===== src/rtl/serial_rx.sv =====
// 8N1 UART receiver with mid-bit sampling, start-glitch rejection and break handling.
// data/new_data/frame_err are registered; busy is decoded from the FSM state.
module serial_rx #(
  parameter int CLKS_PER_BIT = 100
) (
  input  logic       clk,
  input  logic       rst,
  input  logic       rx,
  output logic [7:0] data,
  output logic       new_data,
  output logic       frame_err,
  output logic       busy
);

  localparam int TW   = $clog2(CLKS_PER_BIT);
  localparam int HALF = CLKS_PER_BIT / 2;
  localparam logic [TW-1:0] BIT_LAST  = TW'(CLKS_PER_BIT - 1);
  localparam logic [TW-1:0] HALF_LAST = TW'(HALF - 1);

  typedef enum logic [2:0] {IDLE, START, DATA, STOP, WAIT_HIGH} state_t;

  state_t          state, state_nxt;
  logic            rx_meta, rxs;
  logic [1:0]      sync_vld;
  logic            armed;
  logic [TW-1:0]   timer;
  logic [2:0]      idx;
  logic [7:0]      shift;
  logic            half_done, bit_done;
  logic            timer_clr, take_bit, good_stop, bad_stop;

  assign half_done = (timer == HALF_LAST);
  assign bit_done  = (timer == BIT_LAST);

  always_ff @(posedge clk or posedge rst) begin
    if (rst) begin
      rx_meta <= 1'b1;
      rxs     <= 1'b1;
    end else begin
      rx_meta <= rx;
      rxs     <= rx_meta;
    end
  end

  // The synchronizer resets high, so only trust a high level once real line
  // samples have reached rxs; a line held low through reset stays ignored.
  always_ff @(posedge clk or posedge rst) begin
    if (rst) begin
      sync_vld <= 2'b00;
      armed    <= 1'b0;
    end else begin
      sync_vld <= {sync_vld[0], 1'b1};
      armed    <= armed | (sync_vld[1] & rxs);
    end
  end

  always_ff @(posedge clk or posedge rst) begin
    if (rst) state <= IDLE;
    else     state <= state_nxt;
  end

  always_comb begin
    state_nxt = state;
    case (state)
      IDLE:      if (armed && !rxs) state_nxt = START;
      START:     if (half_done) state_nxt = rxs ? IDLE : DATA;
      DATA:      if (bit_done && idx == 3'd7) state_nxt = STOP;
      STOP:      if (bit_done) state_nxt = rxs ? IDLE : WAIT_HIGH;
      WAIT_HIGH: if (rxs) state_nxt = IDLE;
      default:   state_nxt = IDLE;
    endcase
  end

  always_comb begin
    busy      = (state != IDLE);
    timer_clr = 1'b1;
    take_bit  = 1'b0;
    good_stop = 1'b0;
    bad_stop  = 1'b0;
    case (state)
      START: timer_clr = half_done;
      DATA: begin
        timer_clr = bit_done;
        take_bit  = bit_done;
      end
      STOP: begin
        timer_clr = bit_done;
        good_stop = bit_done & rxs;
        bad_stop  = bit_done & ~rxs;
      end
      default: timer_clr = 1'b1;
    endcase
  end

  always_ff @(posedge clk or posedge rst) begin
    if (rst) begin
      timer     <= '0;
      idx       <= 3'd0;
      shift     <= 8'h00;
      data      <= 8'h00;
      new_data  <= 1'b0;
      frame_err <= 1'b0;
    end else begin
      timer     <= timer_clr ? '0 : timer + 1'b1;
      new_data  <= good_stop;
      frame_err <= bad_stop;
      if (state != DATA)  idx <= 3'd0;
      else if (bit_done)  idx <= idx + 3'd1;
      if (take_bit)  shift[idx] <= rxs;
      if (good_stop) data <= shift;
    end
  end

endmodule

===== config.mk =====
export PLATFORM = sky130hd
export DESIGN_NAME = serial_rx
export DESIGN_NICKNAME = d
export VERILOG_FILES = /design/src/rtl/serial_rx.sv
export SDC_FILE = /design/constraint.sdc
export NUM_CORES = 1
export LEC_CHECK = 0
export BUFFER_PORTS_ARGS = -buffer_cell sky130_fd_sc_hd__buf_2
export CAP_MARGIN = 40
export CORE_MARGIN = 5
export CORE_UTILIZATION = 30
export DETAILED_ROUTE_END_ITERATION = 10
export SYNTH_ARGS = -nofsm -noshare
export SYNTH_HDL_FRONTEND = slang
export SYNTH_SLANG_ARGS = --single-unit

===== constraint.sdc =====
create_clock -name clk -period 1.9 [get_ports clk]
set_clock_uncertainty 0.15 [all_clocks]
set_input_delay 0.38 -clock clk [delete_from_list [all_inputs] [get_ports clk]]
set_output_delay 0.38 -clock clk [all_outputs]
set_load 0.005 [all_outputs]

==> flow_summary.yaml <==
status:
  status: "finished, violations left"
  violations: "setup timing"
place:
  io_buffers: 13
  place_ws_ps: -73.9
  place_area_sq_um: 2050
  dpl.hpwl_mm: 2.31
  place.gp.congestion: 0.762
finish:
  num_antenna_cells: 0
  final_nets: 195
  design_area_sq_um: 2240
  final_layout_size_suffix_gt1_frac: 0.452
  n_fill_cell: 559
  area_delta_synth_final_pct: 31.0
  final_util: 0.404
sta:
  period_needed_ps: 1910
  finalHoldViolations: 0
  fmax_ghz: 0.523
  post-route-period-util: 1.01
  setup_ws_ps: -10.7
  fin_tns_setup_ps: -10.7
  slew_violations: 0
  rsz0062_at_grt: "true"
  setup_viol: 1
logic_synthesis:
  synthSimpleGateAreaFrac: 0.186
  synth_compound_area_frac: 0.0761
  yosys.area.top_type: "dfrtp_1"
  synth_top_family_by_area: "simple AND/OR/NAND/NOR gates"
  yosys-top-cells-area: "dfrtp_1 50%, mux2_4 7.0%, mux2_2 5.3%, a21oi_1 3.5%, dfstp_2 3.1%"
  syn_nets: 151
  synth_edf_count: 0
  yosysSeqAreaShare: 0.528
  async_reset_ff_frac: 1.00
  muxShareOfSynthArea: 0.123
  yosys.cell_count.top_type: "dfrtp_1"
  syn_avg_cell_area_sq_um: 11.9
  syn_inst: 144
  ys_types: 36
  synth_xor_area_frac: 0.0154
  synthTopCellsByCount: "34 x dfrtp_1, 12 x a21oi_1, 8 x mux2_2, 8 x mux2_4, 8 x nor4_1"
  yosysWarnings: 0
  synthAdderAreaFrac: 0.0293
  syn_area_sq_um: 1710
  synth-main-ff-cell: "dfrtp_1"
  ys_ff_latch: 36
  synth_top_area_frac: 0.497
clock_network:
  h-tree-depth: 2
  clk_pin_slew_ps: 70
  clock-root-buffer: "clkbuf_8"
  cts.sink_count: 36
  clock_path_buffers: 2
  ctsHoldBuffers: 0
  cts_tree: "done"
  clk_latency_ps: 280
  numCtsBuffers: 5
detailed_routing:
  vias_per_cell: 4.88
  detail_route.iter0.violations: 33
  route.vias.total: 1268
  drc: 0
  wire_per_inst_um: 13.7
  ant_nets: 0
  drtPass1Iterations: 4
  routed_wl_mm: 3.56
grt:
  antenna_found_initial: 0
  grt_pass1_vias: 1300
  overflow: 0
  grt_max_degree: 37
  grtUsageTotal: 0.104
  grt_pass1_wl_mm: 6.06
critical_path:
  crit_top_cell: "buf_6"
  slowest_delay_ps: 390
  critical_path_class: "reg -> out"
  worstPathArrival_ps: 1380
  crit_fanout: 2
  crit_chain: "buf_6 -> buf_6 -> or3_1 -> buf_2"
  cp_num_buf_inv: 3
  crit_path_start_kind: "flip-flop"
  cp_top_family: "flip-flops"
  endpoint_kind: "output pin"
  slowest_stage: "dfrtp_1"
  required_ps: 1370
flow_run:
  max_cap_viol_count: 0
die:
  die_y_um: 85.5
  initial_core_util: 0.309
  core_sq_um: 5540
  die_w_um: 85.5
  io_pins: 14
  dieArea_sq_um: 7310
  num_rows: 27
worst_hold_path:
  hp-class: "in -> reg"
power:
  p_per_area_nw_per_um2: 963
  ir_worst_vdd_mv: 0.706
  power_uw: 2160
  leakage_uw: 0.00106
-- per-layer routing --
metal / share of wire / GRT usage / vias up
li1: - / - / 610
met1: 0.45 / 0.127 / 636
met2: 0.49 / 0.172 / 18
met3: 0.042 / 0.0317 / 4
met4: 0.013 / 0.0388 / 0
met5: 0 / 0 / -
-- final timing paths --
check	startpoint	end	slack, ps	cells past startpoint
setup / recovery	state[0]$_DFFE_PP0P_	busy	-10	4
hold / removal	rx	rx_meta$_DFF_PP1_	40	1
setup reg to reg	timer[3]$_DFF_PP0_	data[6]$_DFFE_PP0P_	10	4
hold reg to reg	sync_vld[0]$_DFF_PP0_	sync_vld[1]$_DFF_PP0_	200	0
max in group asynchronous	rst	rxs$_DFF_PP1_	1210	3
min in group asynchronous	rst	shift[2]$_DFFE_PP0P_	50	3
-- what timing repair did --
action / in CTS / in global routing
resized for setup: 7 / 9
setup buffers: 1 / 3
pin swaps: 1 / 2
setup endpoints to repair: 17 / 17
cloned: 0 / 0
-- report_power, final --
part	total (uW)	switching, uW	internal (uW)
Sequential	920	60.9	859
Clock	502	253	249
Combinational	736	368	367
-- cells in the final DEF (no fill, tap or decap), types with 2 or more instances in the layout --
master     synthesis  routed
dfrtp_1           34      34
buf_4              2      29
buf_2              1      13
a21oi_1           12      12
mux2_4             8       8
mux2_2             8       8
nand3_1            6       6
nor4_2             0       6
o21ai_0            6       6
nand3b_1           5       5
or3_1              5       5
clkbuf_8           0       5
nand2_1            4       4
inv_1              4       4
nor2_1             3       3
or3b_2             4       3
ha_1               4       3
nand4bb_1          2       2
or3b_4             0       2
nor3b_1            2       2
nand4_1            2       2
o21ai_1            2       2
a22oi_1            2       2
xor2_1             2       2
nor4_4             0       2
buf_6              2       2
dfstp_2            2       2
-- cell type report --
| class | count | area [sq um] | area share |
|---|---|---|---|
| Multi-Input combinational cell | 96 | 830 | 0.370 |
| Inverter | 4 | 15.0 | 0.00670 |
| Clock buffer | 6 | 72.6 | 0.0324 |
| Tap cell | 72 | 90.1 | 0.0402 |
| Clock inverter | 1 | 5.00 | 0.00223 |
| Sequential cell | 36 | 903 | 0.403 |
| Timing Repair Buffer | 45 | 325 | 0.145 |
-- through the flow --
stage	hold WS [ps]	instances
final	38.3	260
after detailed placement	192	249
after CTS	30.6	257
after global placement	183	249
after floorplan	181	144
after global routing	25.9	260
-- sequential cells by signal, summed over array words and instances (netlist names) --
| register | cells |
|---|---|
| idx | 3 |
| armed | 1 |
| timer | 7 |
| shift | 8 |
| frame_err | 1 |
| state | 3 |
| rxs | 1 |
| rx_meta | 1 |
| new_data | 1 |
| sync_vld | 2 |
| data | 8 |
-- worst reg2reg max path, delay by kind of cell, from the launching register on --
kind          cells  cell delay [ps]
buf+inv           1              170
flops             1              400
mux               1              290
simple gates      2              780
-- cell families after synthesis --
logic type / after synthesis
adder cells (fa/ha/maj): 4
buffers and inverters: 12
multiplexers: 16
AND/OR/NAND/NOR: 48
flip-flops: 36
XOR/XNOR: 3
AO/OA/AOI/OAI: 24
other: 1
(Power assumes the default switching activity.)
